==> src/rtl/hawk_controller.sv <==
// Sequencing FSM and lamp decoder for the HAWK pedestrian beacon; drives the shared datapath seconds counter.
// Optional pedestrian countdown display is built only when HAWK_COUNTDOWN_EN is defined.
module hawk_controller #(
  parameter int T_DARK    = 5,
  parameter int T_FLASH_Y = 4,
  parameter int T_SOLID_Y = 3,
  parameter int T_WALK    = 7,
  parameter int T_CLEAR   = 10
) (
  input  logic       clk,
  input  logic       rst_n,
  input  logic       tick,
  input  logic       btn,
  input  logic [3:0] count,
  output logic       clr_count,
  output logic       inc_count,
  output logic       veh_yellow,
  output logic       veh_red_l,
  output logic       veh_red_r,
  output logic       ped_walk,
  output logic       ped_dontwalk,
  output logic [3:0] countdown,
  output logic [2:0] state
);

  if (T_DARK < 1 || T_DARK > 15) begin : g_bad_t_dark
    $error("hawk_controller: T_DARK must be in 1..15");
  end
  if (T_FLASH_Y < 1 || T_FLASH_Y > 15) begin : g_bad_t_flash_y
    $error("hawk_controller: T_FLASH_Y must be in 1..15");
  end
  if (T_SOLID_Y < 1 || T_SOLID_Y > 15) begin : g_bad_t_solid_y
    $error("hawk_controller: T_SOLID_Y must be in 1..15");
  end
  if (T_WALK < 1 || T_WALK > 15) begin : g_bad_t_walk
    $error("hawk_controller: T_WALK must be in 1..15");
  end
  if (T_CLEAR < 1 || T_CLEAR > 15) begin : g_bad_t_clear
    $error("hawk_controller: T_CLEAR must be in 1..15");
  end

  typedef enum logic [2:0] {
    DARK    = 3'd0,
    FLASH_Y = 3'd1,
    SOLID_Y = 3'd2,
    WALK    = 3'd3,
    CLEAR   = 3'd4
  } phase_e;

  // Count value on the final tick of each timed phase; DARK saturates at its limit.
  localparam logic [3:0] DARK_SAT    = 4'(T_DARK);
  localparam logic [3:0] FLASH_LAST  = 4'(T_FLASH_Y - 1);
  localparam logic [3:0] SOLID_LAST  = 4'(T_SOLID_Y - 1);
  localparam logic [3:0] WALK_LAST   = 4'(T_WALK - 1);
  localparam logic [3:0] CLEAR_LAST  = 4'(T_CLEAR - 1);

  phase_e state_q, state_d;
  logic   init_done;
  logic   req_pending;
  logic   advance;

  always_comb begin
    // NOTE: every output of this block gets a default first so no path leaves it unassigned (no latch).
    state_d   = state_q;
    advance   = 1'b0;
    inc_count = 1'b0;
    if (init_done) begin
      case (state_q)
        DARK: begin
          inc_count = tick && (count < DARK_SAT);
          if (req_pending && count == DARK_SAT) begin
            advance = 1'b1;
            state_d = FLASH_Y;
          end
        end
        FLASH_Y: begin
          inc_count = tick;
          if (tick && count == FLASH_LAST) begin
            advance = 1'b1;
            state_d = SOLID_Y;
          end
        end
        SOLID_Y: begin
          inc_count = tick;
          if (tick && count == SOLID_LAST) begin
            advance = 1'b1;
            state_d = WALK;
          end
        end
        WALK: begin
          inc_count = tick;
          if (tick && count == WALK_LAST) begin
            advance = 1'b1;
            state_d = CLEAR;
          end
        end
        CLEAR: begin
          inc_count = tick;
          if (tick && count == CLEAR_LAST) begin
            advance = 1'b1;
            state_d = DARK;
          end
        end
        default: begin
          advance = 1'b1;
          state_d = DARK;
        end
      endcase
    end
    clr_count = !init_done || advance;
  end

  always_ff @(posedge clk or negedge rst_n) begin
    if (!rst_n) begin
      state_q     <= DARK;
      init_done   <= 1'b0;
      req_pending <= 1'b0;
    end else begin
      // NOTE: sequential state uses non-blocking assignments so every register samples pre-edge values.
      init_done <= 1'b1;
      state_q   <= state_d;
      // A press coinciding with service is absorbed by that service.
      if (advance && state_d == FLASH_Y) begin
        req_pending <= 1'b0;
      end else if (btn) begin
        req_pending <= 1'b1;
      end
    end
  end

  assign state = state_q;

  always_comb begin
    veh_yellow   = 1'b0;
    veh_red_l    = 1'b0;
    veh_red_r    = 1'b0;
    ped_walk     = 1'b0;
    ped_dontwalk = 1'b0;
    case (state_q)
      DARK: begin
        ped_dontwalk = 1'b1;
      end
      FLASH_Y: begin
        veh_yellow   = ~count[0];
        ped_dontwalk = 1'b1;
      end
      SOLID_Y: begin
        veh_yellow   = 1'b1;
        ped_dontwalk = 1'b1;
      end
      WALK: begin
        veh_red_l = 1'b1;
        veh_red_r = 1'b1;
        ped_walk  = 1'b1;
      end
      CLEAR: begin
        veh_red_l    = ~count[0];
        veh_red_r    = count[0];
        ped_dontwalk = ~count[0];
      end
      default: begin
        ped_dontwalk = 1'b1;
      end
    endcase
  end

`ifdef HAWK_COUNTDOWN_EN
  // count never exceeds T_CLEAR-1 in CLEAR, so the truncated difference is always 1..T_CLEAR.
  logic [4:0] remaining;
  assign remaining = 5'(T_CLEAR) - {1'b0, count};
  assign countdown = (state_q == CLEAR) ? remaining[3:0] : 4'd0;
`else
  assign countdown = 4'd0;
`endif

endmodule
==> config.mk <==
export PLATFORM = sky130hd
export DESIGN_NAME = hawk_controller
export DESIGN_NICKNAME = d
export VERILOG_FILES = /design/src/rtl/hawk_controller.sv
export SDC_FILE = /design/constraint.sdc
export NUM_CORES = 1
export LEC_CHECK = 0
export BUFFER_PORTS_ARGS = -buffer_cell sky130_fd_sc_hd__buf_2
export CAP_MARGIN = 20
export CELL_PAD_IN_SITES_DETAIL_PLACEMENT = 0
export CELL_PAD_IN_SITES_GLOBAL_PLACEMENT = 1
export CORE_MARGIN = 3
export CORE_UTILIZATION = 31
export CTS_CLUSTER_DIAMETER = 60
export DETAILED_ROUTE_END_ITERATION = 10
export GPL_ROUTABILITY_DRIVEN = 0
export PLACE_DENSITY_LB_ADDON = 0.12
export SLEW_MARGIN = 40
export SYNTH_ARGS = -nofsm -noshare
export SYNTH_HDL_FRONTEND = slang
export SYNTH_SLANG_ARGS = --single-unit
==> constraint.sdc <==
create_clock -name clk -period 1.95 [get_ports clk]
set_clock_uncertainty 0.05 [all_clocks]
set_input_delay 0.39 -clock clk [delete_from_list [all_inputs] [get_ports clk]]
set_output_delay 0.39 -clock clk [all_outputs]
set_load 0.02 [all_outputs]
# Word level (Yosys, flattened, before mapping)
# Index checks and enable logic that the tools add are counted.
# totals
register_bits,5
in_bits,8
output_inout_bits,14
word_cells,50
# classes
order_cmp,1
n_eq_ne,10
n_mux,23
n_bitwise,1
n_reduce_logical,12
# op_table
cell,n
$mux W3,6
$pmux W3 S5,1
$mux W1,10
$pmux W1 S2,5
$eq A4 B2 Y1 const B,2
$eq A4 B3 Y1 const B,2
$logic_and A1 B1 Y1,7
$eq A3 B1 Y1 const B,2
$eq A3 B2 Y1 const B,2
$pmux W1 S5,1
$eq A4 B4 Y1 const B,1
$lt A4 B3 Y1 const B,1
$reduce_or A4 Y1,1
$eq A3 B3 Y1 const B,1
$logic_not A3 Y1,1
$reduce_bool A2 Y1,1
$logic_not A1 Y1,1
$logic_or A1 B1 Y1,1
$not A1 Y1,1

# Longest topological paths before layout
# Gate-level depths: netlist of the first run.
# depth
depth_word,8
ltp_mapped,6
mapped_depth_nobuf,5

# Worst setup path before layout of the first run
# Ideal clock, no wire load.
# synth_path
path_kind,reg2out
from,"register state_q[1], in the netlist state[1]"
to,output port clr_count
arrival_time_ps,1580
required_ps,1510
slack_ps,-70
stages_incl_launch_ff,7
path_buffers,1
path_cell_list,dfrtp_1 -> buf_6 -> and4bb_1 -> a221oi_1 -> a311oi_1 -> nand2b_1 -> or2_1
# synth_between
elab_chain_cells,4
word_cells_on_any_way,8
classes_between,4 x eq/ne; 2 x mux; 2 x reduce/logical
# synth_rtl
element,line_no,rtl
from (decl),57,"phase_e state_q, state_d;"
from (signal assigned),121,state_q <= state_d;
$eq A3 B3 Y1 (tied with other cells),68,case (state_q)
$pmux W1 S5 (*),68,
$mux W1 (*),67,if (init_done) begin
$logic_or A1 B1 Y1 (*),110,clr_count = !init_done || advance;
to (decl),15,"output logic clr_count,"
# Every way passes the cells marked *; elsewhere a longest branch is shown, timed or not.

# Worst setup path in the final report of the first run
# Same ends and word-level chain as after synthesis.

==> results of run 1 <==
cells in the mapped netlist:
cell and n:
sky130_fd_sc_hd__a21o_1 1, sky130_fd_sc_hd__a21oi_1 1, sky130_fd_sc_hd__a21oi_2 1, sky130_fd_sc_hd__a221oi_1 1, sky130_fd_sc_hd__a22o_1 1, sky130_fd_sc_hd__a22oi_1 1, sky130_fd_sc_hd__a311oi_1 2, sky130_fd_sc_hd__a31oi_1 1
sky130_fd_sc_hd__a41oi_2 1, sky130_fd_sc_hd__and3_1 1, sky130_fd_sc_hd__and4bb_1 1, sky130_fd_sc_hd__and4bb_2 1, sky130_fd_sc_hd__buf_4 6, sky130_fd_sc_hd__buf_6 1, sky130_fd_sc_hd__conb_1 2, sky130_fd_sc_hd__dfrtp_1 5
sky130_fd_sc_hd__inv_1 4, sky130_fd_sc_hd__mux2i_1 2, sky130_fd_sc_hd__nand2_1 4, sky130_fd_sc_hd__nand2b_1 2, sky130_fd_sc_hd__nand3_1 1, sky130_fd_sc_hd__nand3b_1 2, sky130_fd_sc_hd__nand4b_1 1, sky130_fd_sc_hd__nor2_1 6
sky130_fd_sc_hd__nor2b_1 2, sky130_fd_sc_hd__nor3_1 2, sky130_fd_sc_hd__nor3b_1 1, sky130_fd_sc_hd__o211ai_1 1, sky130_fd_sc_hd__o21ai_0 3, sky130_fd_sc_hd__o21ai_1 1, sky130_fd_sc_hd__o22ai_1 1, sky130_fd_sc_hd__or2_1 1
sky130_fd_sc_hd__or3b_1 1
flip-flops by register name, indices dropped and copies added, names as in the netlist:
signal / count
init_done: 1
req_pending: 1
state: 3
power groups by stage:
stage / logic, uW / registers (uW) / clock network [uW]
after CTS: 209 / 125 / 123
after global placement: 203 / 124 / 0
after global routing: 260 / 131 / 125
after floorplan: 124 / 135 / 0
after detailed placement: 202 / 125 / 0
final: 238 / 129 / 121
metrics by stage:
stage	setup TNS (ps)	utilization
floorplan	0	-
global placement	-128	0.471
detailed placement	-123	0.471
CTS	-176	0.508
global route	-712	0.564
finish	-242	0.564
worst max-delay path, stage by stage, from the launching register on:
cell and delay (ps):
sky130_fd_sc_hd__dfrtp_2 380, sky130_fd_sc_hd__and4bb_1 240, sky130_fd_sc_hd__a221oi_2 230, sky130_fd_sc_hd__a311oi_1 60, sky130_fd_sc_hd__nand2b_1 160, sky130_fd_sc_hd__or2_4 230
sky130_fd_sc_hd__buf_6 130
cell type report:
type	instances	area, um2
Clock buffer	4	26.3
Fill cell	148	609
Inverter	4	15.0
Multi-Input combinational cell	49	349
Sequential cell	5	126
Tap cell	15	18.8
Timing Repair Buffer	34	254
layer usage:
layer  vias to the layer above  track usage  part of all wire  wire (um)
met4                         0       0.0852             0.016         23
met2                        16        0.212              0.45        634
met3                         3       0.0234             0.045         64
met5                         -            0                 0          0
met1                       252        0.200              0.49        691
li1                        285            -                 -          -
path summary, 6_finish.rpt:
kind | from | endpoint | slack, ps | cells past startpoint
worst max register to register | state[1]$_DFF_PN0_ | req_pending$_DFFE_PN0P_ | 390 | 6
min in group asynchronous | rst_n | state[0]$_DFF_PN0_ | 430 | 2
max in group asynchronous | rst_n | state[1]$_DFF_PN0_ | 1280 | 2
worst min-delay path | btn | req_pending$_DFFE_PN0P_ | 390 | 3
worst max-delay path | state[1]$_DFF_PN0_ | clr_count | -170 | 6
worst min register to register | req_pending$_DFFE_PN0P_ | req_pending$_DFFE_PN0P_ | 560 | 2
logic make-up (layout without fill, tap and decap cells):
logic type,count (synthesis),after routing
other cells,2,5
simple gates,26,26
flops,5,5
compound gates,16,16
buf+inv,11,42
mux,2,2
repair_timing:
| action | 4_1_cts | 5_1_grt |
|---|---|---|
| pin swaps | 3 | 5 |
| hold buffers | 1 | 0 |
| setup endpoints to repair | 3 | 4 |
| setup buffers | 0 | 3 |
| gates resized for setup | 4 | 16 |
| hold endpoints to repair | 5 | 0 |
==> impl_metrics.tcl, run 1 <==
set metrics [dict create \
    outcome "finished with violations" \
    failed_checks "setup timing" \
    finalCritPeriodShare 1.09 \
    cts_max_level 1 \
    portBuffers 17 \
    hp-class "in -> reg" \
    final_cell_count_no_fill 111 \
    main_combinational_cell_family_by_area_after_synthesis "simple AND/OR/NAND/NOR gates" \
    fraction_of_the_mapped_netlist_area_in_adder_cells 0 \
    total_power_uw 488 \
    routed_wire_length_per_instance_um 12.7 \
    dp.final_hpwl_um 1080 \
    ratio_of_cells_with_drive_above_1_in_the_final_layout 0.490 \
    rsz0062_at_grt "true" \
    synth_simple_gate_area_share 0.311 \
    postSynthAreaPerCell_um2 8.05 \
    ys_ff_latch 5 \
    grt_antenna_before_repair 0 \
    first_pass_iters 4 \
    via_per_inst 5.01 \
    netlist_top_cells_area "sky130_fd_sc_hd__dfrtp_1, sky130_fd_sc_hd__buf_4, sky130_fd_sc_hd__nor2_1" \
    antennaDiodeCount 0 \
    pwr_density_cell_nw_per_um2 618 \
    drtIter0Drc 10 \
    synth-seq-area-share 0.251 \
    cellLeakagePower_uw 0.000397 \
    drt_wl_total_um 1410 \
    die_area_um2 2130 \
    muxShareOfSynthArea 0.0401 \
    clk_buf_depth 2 \
    critical_path_arrival_ps 1680 \
    timing.final.hold_violations 0 \
    clk_pin_slew_ps 40 \
    hold_ws_ps 389 \
    grt_max_degree 10 \
    critical_path.startpoint_type "flip-flop" \
    drc_errors 0 \
    clock_tree_from_tritoncts "yes" \
    synth_area_um2 499 \
    detailroute.via_count 556 \
    finalMaxSlewViolations 0 \
    synthesis_warning_total 0 \
    syn_to_final_growth_pct 58.1 \
    synth-xor-area-share 0 \
    worst_setup_path_end_kind "output pin" \
    power.sequential.fraction 0.265 \
    grt_pass1_wl_um 2190 \
    p_int_uw 305 \
    finalSetupViolations 4 \
    placement.cell_area_um2 659 \
    critPathMaxFanout 4 \
    grt_overflow_total 0 \
    maxCapViolations 0 \
    design.portCount 22 \
    layout.cells.most_common "sky130_fd_sc_hd__buf_4" \
    synth_top_area_share 0.251 \
    std_cell_rows 13 \
    max_freq_mhz 472 \
    cp.required_ps 1510 \
    synth_top_area_cell "sky130_fd_sc_hd__dfrtp_1" \
    grt_use_total 0.146 \
    dieHeight_um 46.1 \
    cell_count_after_placement 103 \
    synthesized_area_fraction_occupied_by_ao_oa_aoi_and_oai_cells 0.241 \
    clockPowerShare 0.247 \
    fp.dieW_um 46.1 \
    comb_power_share 0.488 \
    clk-insertion-delay-late_ps 240 \
    grt_pass1_vias 502 \
    number_of_clock_buffers_inserted_by_tritoncts 3 \
    final_cell_mix "sky130_fd_sc_hd__buf_4, sky130_fd_sc_hd__buf_2, sky130_fd_sc_hd__buf_6, sky130_fd_sc_hd__conb_1" \
    design_area_um2 790 \
    final.min_clock_period_ps 2120 \
    drtAntennaViolNets 0 \
    preCtsSetupSlack_ps -123 \
    timing_worst_setup_path_type "reg -> out" \
    power.share.switching 0.376 \
    initial_utilization 0.357 \
    clock-sinks 5 \
    placeableCoreArea_um2 1400 \
    cts-root-buf "sky130_fd_sc_hd__clkbuf_4" \
    net-switching-power_uw 184 \
    final.setup.worst_slack_ps -169 \
    ir_drop_mv 0.253 \
    synthCells 62 \
    nets 105 \
    synthDistinctLibCells 33 \
]
Power figures use the tool's default switching activity.
==> run 2, diff against run 1 <==
--- a/config.mk
+++ b/config.mk
@@ -10,11 +10,11 @@
 export CELL_PAD_IN_SITES_DETAIL_PLACEMENT = 0
 export CELL_PAD_IN_SITES_GLOBAL_PLACEMENT = 1
 export CORE_MARGIN = 3
-export CORE_UTILIZATION = 31
+export CORE_UTILIZATION = 28
 export CTS_CLUSTER_DIAMETER = 60
 export DETAILED_ROUTE_END_ITERATION = 10
 export GPL_ROUTABILITY_DRIVEN = 0
-export PLACE_DENSITY_LB_ADDON = 0.12
+export PLACE_DENSITY_LB_ADDON = 0.2
 export SLEW_MARGIN = 40
 export SYNTH_ARGS = -nofsm -noshare
 export SYNTH_HDL_FRONTEND = slang
==> constraint.sdc (replaced) <==
create_clock -name clk -period 1.78 [get_ports clk]
set_clock_uncertainty 0.05 [all_clocks]
set_input_delay 0.356 -clock clk [delete_from_list [all_inputs] [get_ports clk]]
set_output_delay 0.356 -clock clk [all_outputs]
set_load 0.1 [all_outputs]
==> impl_metrics.tcl, run 2 (synthesis results as in run 1) <==
set metrics [dict create \
    cts_max_level 1 \
    cell_count_after_placement 114 \
    hp-class "in -> reg" \
    finalSetupViolations 6 \
    max_freq_mhz 449 \
    rsz0062_at_grt "true" \
    finalCritPeriodShare 1.25 \
    clk_pin_slew_ps 40 \
    timing_worst_setup_path_type "reg -> out" \
    worst_setup_path_end_kind "output pin" \
    grt_use_total 0.159 \
    final_cell_count_no_fill 130 \
    clk-insertion-delay-late_ps 240 \
    outcome "finished with violations" \
    drc_errors 0 \
    ir_drop_mv 0.708 \
    number_of_clock_buffers_inserted_by_tritoncts 3 \
    die_area_um2 2330 \
    cp.required_ps 1370 \
    layout.cells.most_common "sky130_fd_sc_hd__buf_4" \
    dieHeight_um 48.2 \
    cts-root-buf "sky130_fd_sc_hd__clkbuf_4" \
    timing.final.hold_violations 0 \
    design.portCount 22 \
    drtIter0Drc 7 \
    grt_pass1_vias 633 \
    detailroute.via_count 602 \
    critPathMaxFanout 5 \
    failed_checks "setup timing" \
    routed_wire_length_per_instance_um 11.6 \
    worstReg2RegEnd "req_pending$_DFFE_PN0P_" \
    std_cell_rows 14 \
    grt_antenna_before_repair 0 \
    multiInputGateArea_um2 405 \
    finalMaxSlewViolations 0 \
    drt_wl_total_um 1510 \
    critical_path_arrival_ps 1820 \
    ratio_of_cells_with_drive_above_1_in_the_final_layout 0.613 \
    grt_max_degree 10 \
    worstHoldPathCells 3 \
    min_delay_worst_endpoint "req_pending$_DFFE_PN0P_" \
    nets 115 \
    grt_overflow_total 0 \
    first_pass_iters 4 \
    layout.filler_cells 133 \
    cellLeakagePower_uw 0.000463 \
    preCtsSetupSlack_ps -253 \
    pwr_density_cell_nw_per_um2 801 \
    syn_to_final_growth_pct 108 \
    min_from "btn" \
    clock-sinks 5 \
    total_power_uw 832 \
    maxCapViolations 0 \
    grt_pass1_wl_um 2620 \
    final.min_clock_period_ps 2220 \
    clk_buf_depth 2 \
    fp.dieW_um 48.2 \
    placeableCoreArea_um2 1590 \
    portBuffers 17 \
    reg2reg_slack_ps 50 \
    final_cell_mix "sky130_fd_sc_hd__buf_4, sky130_fd_sc_hd__buf_2, sky130_fd_sc_hd__buf_12, sky130_fd_sc_hd__buf_6, sky130_fd_sc_hd__conb_1" \
    drtAntennaViolNets 0 \
    critical_path.startpoint_type "flip-flop" \
    final.setup.worst_slack_ps -445 \
    max_reg_flops 3 \
    via_per_inst 4.63 \
    clock_tree_from_tritoncts "yes" \
    regToRegStartpoint "state[1]$_DFF_PN0_" \
    initial_utilization 0.313 \
    ff2ff_path_depth 6 \
    dp.final_hpwl_um 1160 \
    area.sequential_um2 136 \
    antennaDiodeCount 0 \
]
==> run 2: power breakdown <==
part	switching (uW)	internal [uW]
clock	45.1	84.7
sequential	14.3	133
combinational	339	216
==> run 2: how the worst max path moves through the flow <==
stage                     cells past startpoint                from  slack [ps]   endpoint
after floorplan                               5  state[1]$_DFF_PN0_       -1010  veh_red_r
after global placement                        7            count[3]        -240  clr_count
after detailed placement                      7            count[3]        -250  clr_count
after CTS                                     6  state[1]$_DFF_PN0_        -430  clr_count
after global routing                          6  state[1]$_DFF_PN0_        -570  clr_count
final                                         6  state[1]$_DFF_PN0_        -440  clr_count
==> run 2: through the flow <==
step	hold slack [ps]	utilization	setup TNS, ps	cell area [um2]
6_report	357	0.651	-1580	1040
3_5_place_dp	123	0.539	-433	860
4_1_cts	362	0.630	-1580	1000
5_1_grt	378	0.651	-2090	1040
2_1_floorplan	10.4	-	-2960	591
3_3_place_gp	121	0.539	-423	860
==> run 2: area by class of cell <==
type	instances	share of cell area
timing repair buffer	44	0.406
multi-input combinational	49	0.390
sequential	5	0.131
tap	24	0.0289
clock buffer	4	0.0253
inverter	4	0.0181
==> run 2: critical path, stage by stage, from the launching register on <==
cell,delay [ps]
sky130_fd_sc_hd__dfrtp_4,440
sky130_fd_sc_hd__and4bb_1,240
sky130_fd_sc_hd__a221oi_2,240
sky130_fd_sc_hd__a311oi_1,60
sky130_fd_sc_hd__nand2b_1,170
sky130_fd_sc_hd__or2_4,260
sky130_fd_sc_hd__buf_12,160
==> run 2: metal layers <==
metal	wire length, um	global-route usage	part of all wire
met1	636	0.189	0.42
met2	791	0.279	0.52
met3	62	0.0332	0.041
met4	17	0.0591	0.011
met5	0	0	0
==> run 2: repair_timing <==
item | CTS | global route
cloned | 0 | 0
endpoints found under the hold margin | 5 | 0
resized for setup | 12 | 5
buffers inserted | 8 | 6
endpoints found under the setup margin | 6 | 9
hold buffers | 1 | 0
pin swaps | 3 | 8
